--- config.mk ---
export PLATFORM = sky130hd
export DESIGN_NAME = array_output_drain
export DESIGN_NICKNAME = d
export VERILOG_FILES = /design/src/rtl/array_output_drain.sv
export SDC_FILE = /design/constraint.sdc
export NUM_CORES = 2
export LEC_CHECK = 0
export ABC_AREA = 1
export ABC_CLOCK_PERIOD_IN_PS = 3000
export BUFFER_PORTS_ARGS = -buffer_cell sky130_fd_sc_hd__buf_4
export CORE_UTILIZATION = 23
export CTS_CLUSTER_DIAMETER = 30
export DETAILED_ROUTE_END_ITERATION = 6
export PLACE_DENSITY = 0.43
export SLEW_MARGIN = 30
export SYNTH_ARGS = -nofsm -noshare
export SYNTH_HDL_FRONTEND = slang
export SYNTH_HIERARCHICAL = 1
export SYNTH_SLANG_ARGS = --single-unit
--- constraint.sdc ---
create_clock -name i_clk -period 3 [get_ports i_clk]
set_clock_uncertainty 0.15 [all_clocks]
set_input_delay 0.9 -clock i_clk [delete_from_list [all_inputs] [get_ports i_clk]]
set_output_delay 0.9 -clock i_clk [all_outputs]
set_load 0.02 [all_outputs]
--- src/rtl/array_output_drain.sv ---
// Output drain behind the systolic array: de-skews column results, writes aligned rows to memory.
// Optional DRAIN_RELU_EN clamps negative column values to zero before the output register.

module array_output_drain_lane #(
  parameter int DEPTH      = 1,
  parameter int ELEM_WIDTH = 16
) (
  input  logic                  i_clk,
  input  logic                  i_reset,
  input  logic                  i_vld,
  input  logic [ELEM_WIDTH-1:0] i_data,
  output logic                  o_vld,
  output logic [ELEM_WIDTH-1:0] o_data
);
  logic [DEPTH-1:0]                 r_vld;
  logic [DEPTH-1:0][ELEM_WIDTH-1:0] r_data;

  always_ff @(posedge i_clk or negedge i_reset) begin
    if (!i_reset) begin
      r_vld  <= '0;
      r_data <= '0;
    end else begin
      r_vld[0]  <= i_vld;
      r_data[0] <= i_data;
      for (int k = 1; k < DEPTH; k++) begin
        r_vld[k]  <= r_vld[k-1];
        r_data[k] <= r_data[k-1];
      end
    end
  end

  assign o_vld  = r_vld[DEPTH-1];
  assign o_data = r_data[DEPTH-1];
endmodule

module array_output_drain #(
  parameter int WIDTH_HEIGHT = 16,
  parameter int ELEM_WIDTH   = 16,
  parameter int ADDR_WIDTH   = 8,
  parameter int CNT_WIDTH    = 8
) (
  input  logic                             i_clk,
  input  logic                             i_reset,
  input  logic                             i_start,
  input  logic [ADDR_WIDTH-1:0]            i_base_addr,
  input  logic [CNT_WIDTH-1:0]             i_num_rows,
  input  logic [WIDTH_HEIGHT-1:0]          i_col_valid,
  input  logic [WIDTH_HEIGHT*ELEM_WIDTH-1:0] i_col_data,
  output logic                             o_wr_en,
  output logic [ADDR_WIDTH-1:0]            o_wr_addr,
  output logic [WIDTH_HEIGHT*ELEM_WIDTH-1:0] o_wr_data,
  output logic                             o_busy,
  output logic                             o_done,
  output logic                             o_skew_err,
  output logic                             o_overflow
);
  localparam int W  = WIDTH_HEIGHT;
  localparam int EW = ELEM_WIDTH;

  typedef enum logic [1:0] {S_IDLE = 2'd0, S_DRAIN = 2'd1, S_DONE = 2'd2} state_t;

  state_t                 r_state, w_next;
  logic [W-1:0]           w_dvld;
  logic [W-1:0][EW-1:0]   w_ddata, w_row;
  logic                   w_row_ok, w_skew, w_accept, w_write;
  logic [ADDR_WIDTH-1:0]  r_addr;
  logic [CNT_WIDTH-1:0]   r_rem;
  logic                   r_wr_en, r_done, r_skew, r_ovf;
  logic [ADDR_WIDTH-1:0]  r_wr_addr;
  logic [W-1:0][EW-1:0]   r_wr_data;

  // Column j lags column 0 by j cycles, so it needs W-1-j stages to line up with the last column.
  generate
    for (genvar j = 0; j < W; j++) begin : g_lane
      if (j == W-1) begin : g_tail
        assign w_dvld[j]  = i_col_valid[j];
        assign w_ddata[j] = i_col_data[j*EW +: EW];
      end else begin : g_dly
        array_output_drain_lane #(.DEPTH(W-1-j), .ELEM_WIDTH(EW)) u_lane (
          .i_clk   (i_clk),
          .i_reset (i_reset),
          .i_vld   (i_col_valid[j]),
          .i_data  (i_col_data[j*EW +: EW]),
          .o_vld   (w_dvld[j]),
          .o_data  (w_ddata[j])
        );
      end
`ifdef DRAIN_RELU_EN
      assign w_row[j] = w_ddata[j][EW-1] ? '0 : w_ddata[j];
`else
      assign w_row[j] = w_ddata[j];
`endif
    end
  endgenerate

  assign w_row_ok = &w_dvld;
  assign w_skew   = (|w_dvld) & ~(&w_dvld);

  always_comb begin
    w_next   = r_state;
    w_accept = 1'b0;
    w_write  = 1'b0;
    case (r_state)
      S_IDLE: begin
        if (i_start) begin
          w_accept = 1'b1;
          w_next   = (i_num_rows == '0) ? S_DONE : S_DRAIN;
        end
      end
      S_DRAIN: begin
        if (w_row_ok) begin
          w_write = 1'b1;
          if (r_rem == CNT_WIDTH'(1)) w_next = S_DONE;
        end
      end
      S_DONE: begin
        // Two cycles here: the first arms the done pulse, the second shows it.
        if (r_done) w_next = S_IDLE;
      end
      default: w_next = S_IDLE;
    endcase
  end

  always_ff @(posedge i_clk or negedge i_reset) begin
    if (!i_reset) begin
      r_state   <= S_IDLE;
      r_addr    <= '0;
      r_rem     <= '0;
      r_wr_en   <= 1'b0;
      r_wr_addr <= '0;
      r_wr_data <= '0;
      r_done    <= 1'b0;
      r_skew    <= 1'b0;
      r_ovf     <= 1'b0;
    end else begin
      r_state <= w_next;
      r_wr_en <= w_write;
      r_done  <= (r_state == S_DONE) && !r_done;
      if (w_accept) begin
        r_addr <= i_base_addr;
        r_rem  <= i_num_rows;
        r_skew <= 1'b0;
        r_ovf  <= 1'b0;
      end else begin
        if (w_write) begin
          r_addr <= r_addr + 1'b1;
          r_rem  <= r_rem - 1'b1;
        end
        if (r_state == S_DRAIN && w_skew)   r_skew <= 1'b1;
        if (r_state == S_DONE  && w_row_ok) r_ovf  <= 1'b1;
      end
      if (w_write) begin
        r_wr_addr <= r_addr;
        r_wr_data <= w_row;
      end
    end
  end

  assign o_wr_en    = r_wr_en;
  assign o_wr_addr  = r_wr_addr;
  assign o_wr_data  = r_wr_data;
  assign o_busy     = (r_state != S_IDLE);
  assign o_done     = r_done;
  assign o_skew_err = r_skew;
  assign o_overflow = r_ovf;
endmodule

-- Yosys cells after proc, flatten, opt, wreduce, memory -nomap -nowiden
Cells that the tools add are included.
- register bits: 2326
- word-level logic and storage cells: 201
- output and inout port bits: 269
- bits of input ports: 291
- eq/ne operators: 7
- muxes and demuxes: 18
- add/subtract/negate cells: 2
- bitwise operators: 2
- reduce and logical (&&, ||, !) cells: 13
- operators by type and width (kind ; number):
    $mux W8 ; 4
    $reduce_and A16 Y1 ; 1
    $reduce_or A16 Y1 ; 1
    $mux W2 ; 5
    $add A8 B1 Y8 const B ; 1
    $eq A8 B1 Y1 const B ; 1
    $logic_not A8 Y1 ; 1
    $mux W1 ; 8
    $ne A2 B2 Y1 const B ; 4
    $reduce_bool A2 Y1 ; 4
    $sub A8 B1 Y8 const B ; 1
    $pmux W2 S3 ; 1
    $reduce_and A4 Y1 ; 1
    $logic_and A1 B1 Y1 ; 3
    $eq A2 B1 Y1 const B ; 1
    $eq A2 B2 Y1 const B ; 1
    $logic_not A2 Y1 ; 1
    $and A1 B1 Y1 ; 1
    $logic_not A1 Y1 ; 1
    $not A1 Y1 ; 1

-- Depth between registers and ports, before layout
- depth after elaboration: 6
- gate-level depth with buffers: 11
- depth with buffers taken out: 11

-- Modules after synthesis
The synthesis kept the hierarchy.
- by module, submodules not included (module ; cells an instance ; instances ; area an instance (µm²) ; seq. area each (µm²)):
    array_output_drain ; 1346 ; 1 ; 11320.9 ; 7156.9
    array_output_drain_lane (g_lane[0].g_dly.u_lane) ; 271 ; 1 ; 6501.2 ; 6381.1
    array_output_drain_lane (g_lane[1].g_dly.u_lane) ; 254 ; 1 ; 6075.8 ; 5955.7
    array_output_drain_lane (g_lane[2].g_dly.u_lane) ; 237 ; 1 ; 5650.4 ; 5530.3
    array_output_drain_lane (g_lane[3].g_dly.u_lane) ; 220 ; 1 ; 5225.0 ; 5104.9
    array_output_drain_lane (g_lane[4].g_dly.u_lane) ; 203 ; 1 ; 4799.6 ; 4679.5
    array_output_drain_lane (g_lane[5].g_dly.u_lane) ; 186 ; 1 ; 4374.2 ; 4254.1
    array_output_drain_lane (g_lane[6].g_dly.u_lane) ; 169 ; 1 ; 3948.8 ; 3828.7
    array_output_drain_lane (g_lane[7].g_dly.u_lane) ; 152 ; 1 ; 3523.4 ; 3403.3
    array_output_drain_lane (g_lane[8].g_dly.u_lane) ; 135 ; 1 ; 3098.0 ; 2977.9
    array_output_drain_lane (g_lane[9].g_dly.u_lane) ; 118 ; 1 ; 2672.6 ; 2552.4
    array_output_drain_lane (g_lane[10].g_dly.u_lane) ; 101 ; 1 ; 2247.2 ; 2127.0
    array_output_drain_lane (g_lane[11].g_dly.u_lane) ; 84 ; 1 ; 1821.7 ; 1701.6
    array_output_drain_lane (g_lane[12].g_dly.u_lane) ; 67 ; 1 ; 1396.3 ; 1276.2
    +2 rows ; - ; - ; - ; -

-- Least setup slack after synthesis
OpenSTA, ideal clock, no wires.
- path type: input to register
- start: input i_col_valid[15]
- end: register r_wr_data (netlist bit o_wr_data[32])
- library setup time: 0.066 ns
- setup slack: 0.878 ns
- buffers on the path: 2
- arrival time: 1.907 ns
- stages on the path: 8
- required time: 2.784 ns
- cells stage by stage: nand2_1 nor2_1 nand2_1 nor3_4 buf_2 buf_2 nand2_1 nand2_1
- word-level cells in the longest chain between the ends: 3
- RTL lines (element ; RTL line ; text):
    start, declared ; 47 ; input logic [WIDTH_HEIGHT-1:0] i_col_valid,
    $reduce_and A16 Y1 ; 96 ; assign w_row_ok = &w_dvld;
    $mux W1 ; 111 ; if (w_row_ok) begin
    $mux W1 ; 103 ; case (r_state)
    end signal, assigned ; 154 ; r_wr_data <= w_row;
    end, declared ; 70 ; logic [W-1:0][EW-1:0] r_wr_data;
No other way between the ends.
A chain may end at the register's enable or synchronous reset.

-- Worst setup path in the final report
- start: register r_state[1]
- end: output o_busy
- word-level cells in the longest chain between the ends: 1
- RTL lines (element ; RTL line ; text):
    start, declared ; 62 ; state_t r_state, w_next;
    start signal, assigned ; 136 ; r_state <= w_next;
    $reduce_bool A2 Y1 ; 162 ; assign o_busy = (r_state != S_IDLE);
    end, declared ; 52 ; output logic o_busy,
No other way between the ends.

==> run summary <==
fraction of layout cells with a size suffix above 1 = 28.6%
Worst Hold Class = input pin to register
syn avg cell area = 17.7 sq um
Fill cells = 26,800
CTS buffer count = 435
Worst EP required = 1950 ps
most common cell in the synthesized netlist = dfrtp_1
Finished Layout Cells = 8,797
Area contributors post-synth = dfrtp_1 (91%), nand2_1 (5.2%), buf_4 (2.6%), buf_2 (0.30%), nand3_1 (0.26%)
Yosys reg bits = 2,326
total I/O pin count = 560
Slew @ Worst Pin = 591 ps
Pleak = 42.9 nW
period utilisation layout = 93.5%
Peak Freq = 357 MHz
nets = 5,003
total wire length = 128,000 microns
Clock Path Buffers = 4
RSZ-0062 raised after global routing = no
Top FF cell, synth = dfrtp_1
Net Sw Frac = 20.7%
GR Util All Layers = 9.16%
standard-cell row count = 193
mean number of vias per cell = 3.38
Final Critical Period = 2800 ps
Switch Pwr = 17.7 mW
placed insts = 7,704
syn nets = 3,904
crit-path cells = nor2_1 > inv_1 > buf_4
grt ovf = 0
via total after detailed routing = 29,800
status = completed
Critical Path Source Type = register
DR iter-0 viols = 1,569
Worst slew margin = 60.3%
sequential area share after synthesis = 90.9%
htree depth = 5
PD cells = 939 nW/um^2
Post-synth top cells = dfrtp_1 (2,326), nand2_1 (884), buf_4 (224), buf_2 (39), nand3_1 (33)
slowest CP cell = dfrtp_1
first-pass GRT wire length = 198,000 microns
multiplexer share of the synthesized area = 0%
Clock Power Share = 59.3%
clk_lat worst skew = 880 ps
Clock Pin Slew Worst Setup and Hold Paths = 50 ps
Unique masters post-synth = 19
Fin. Hold Viols = 0
Initial Util = 23.1%
path depth of the worst reg2reg path = 7
Synth area leader = dfrtp_1
adder-cell share of the synthesized area = 0.0586%
VDD IR max = 0.571 mV
Syn Inst Count = 3,610
Avg WL per Cell = 14.5 microns
DR DRC count = 0
Root Driver = clkbuf_16
Ys Warns = 6
final setup TNS = 0 ps
Combinational Power Share = 1.8%
Total Power = 85.6 mW
Port-buffer cells = 559
Synth top area share = 90.9%
die height = 530 microns
Pint = 67.8 mW
initial antenna violation count = 21
total of max-cap violations = 0
Synth Area in Compound Gates = 0.133%
R2R Path End = o_wr_data[19]
post-CTS setup buffer count = 0
CP Capture Point = o_busy
Crit Reg-Reg Startpoint = g_lane[3].g_dly.u_lane/r_vld[11]
CTS tree = done
die span in x = 530 microns
Placer Congestion = 0.772
r2r setup slk = 920 ps
largest net degree at the start of global routing = 108
EDFF count, synth = 0
Worst Setup End Kind = output pin
WS Path Type = register to output pin
Max stage delay on crit path = 400 ps
drt pass-1 iters = 4
xor/xnor cell area share of the yosys netlist = 0.0547%
vias in the first global route = 33,000
CP Max Fanout = 4
Die ar. = 281,000 sq um
Core Region = 277,000 sq um
Area Growth Syn to Fin = 42.3%
Synth Area in Simple Gates = 5.69%
final setup fails = 0
CP arrival = 1750 ps
number of routed nets with antenna violations = 0
Worst setup startpoint = r_state[1]
fin. max-slew vios = 0
clock sink count = 2,326
Post-Syn Area = 64,100 sq um
Flop pwr share = 38.9%
main combinational cell family by area after synthesis = simple AND/OR/NAND/NOR gates
DP Wirelength = 81,100 microns
asr flop ratio synth = 100%
timing repair:
| action | in CTS | in global routing |
|---|---|---|
| hold buffers | 273 | 0 |
| endpoints found under the setup margin | 0 | 0 |
| gates resized for setup | 0 | 0 |
| hold endpoints to repair | 298 | 0 |
metrics by stage:
stage | setup slack (ps) | utilization [%] | instance area (sq um) | hold WS (ps)
2_1_floorplan | 878 | - | 64100 | 181
3_3_place_gp | 311 | 26.2 | 72500 | 181
3_5_place_dp | 305 | 26.2 | 72500 | 185
4_1_cts | 86.8 | 32.9 | 91100 | 15.6
5_1_grt | 21.2 | 32.9 | 91100 | 59.9
6_report | 196 | 32.9 | 91100 | 121
cells by family (layout without fill, tap and decap cells):
group | Yosys count | count (layout)
AO/OA/AOI/OAI | 16 | 16
XOR/XNOR | 4 | 4
adder cells (fa/ha/maj) | 3 | 3
buffers and inverters | 308 | 1785
flip-flops | 2326 | 2326
other | 0 | 5
AND/OR/NAND/NOR | 953 | 953
power by group through the flow:
stage	logic [mW]	registers [mW]	clock network, mW
after detailed placement	1.28	33.8	0
after global placement	1.26	33.7	0
final	1.53	33.3	50.8
after CTS	1.61	33.3	52.2
after global routing	1.75	33.4	53.8
after floorplan	0.303	33.6	0
critical path, delay by kind of cell (launching register included):
family                 cells  cell delay (ps)
AND/OR/NAND/NOR            1              220
flip-flops                 1              400
buffers and inverters      2              270
metal layers:
| metal | GRT usage [%] | share of wire [%] | vias up |
|---|---|---|---|
| met5 | 0 | 0.031 | - |
| met4 | 5.41 | 5.2 | 6 |
| met3 | 2.27 | 5.2 | 386 |
| met2 | 15.1 | 50 | 774 |
| met1 | 10.8 | 40 | 15300 |
| li1 | - | - | 13300 |
worst min-delay path by stage:
stage,from,end,depth (start not counted)
after global placement,g_lane[10].g_dly.u_lane/r_data[41],g_lane[10].g_dly.u_lane/r_data[57],0
after CTS,i_num_rows[0],r_rem[0],3
after global routing,i_base_addr[7],r_addr[7],3
final,i_base_addr[7],r_addr[7],3
after detailed placement,g_lane[0].g_dly.u_lane/r_data[84],g_lane[0].g_dly.u_lane/r_data[100],0
after floorplan,g_lane[0].g_dly.u_lane/r_data[208],g_lane[0].g_dly.u_lane/o_data[0],0
cell usage in the layout, fill, tap and decap left out, types with 2 or more instances in the layout:
master / netlist / layout
buf_4: 224 / 623
dfrtp_1: 2326 / 2326
nand3_1: 33 / 33
clkbuf_16: 0 / 436
nor2_1: 31 / 31
o21ai_0: 14 / 14
ha_1: 3 / 3
inv_16: 0 / 2
clkinv_8: 0 / 4
bufinv_16: 0 / 70
clkinvlp_4: 0 / 58
nand2_1: 884 / 883
diode_2: 0 / 5
dlygate4sd3_1: 0 / 273
xor2_1: 4 / 4
clkbuf_8: 0 / 57
clkinv_4: 0 / 31
clkbuf_1: 23 / 39
nand4_1: 2 / 2
clkinv_2: 0 / 67
inv_8: 0 / 5
buf_12: 0 / 52
clkinv_16: 0 / 17
inv_6: 0 / 29
inv_1: 20 / 20
flip-flops by register name (all words and copies together), names as in the netlist, 2 cells and up:
| signal | count |
|---|---|
| o_wr_data | 256 |
| r_state | 2 |
| o_wr_addr | 8 |
| g_lane.g_dly.u_lane/o_data | 240 |
| r_addr | 8 |
| g_lane.g_dly.u_lane/r_data | 1680 |
| r_rem | 8 |
| g_lane.g_dly.u_lane/r_vld | 119 |
final cells by class:
class	count	area, sq um	share of cell area, %
antenna	5	12.5	0.0137
clock buffer	532	11800	13.0
clock inverter	283	4070	4.47
inverter	21	78.8	0.0865
multi-input combinational	976	3810	4.18
sequential	2326	58200	63.9
tap	3705	4640	5.09
timing repair buffer	949	8480	9.30
No activity file was read; power rests on OpenSTA's default activity.
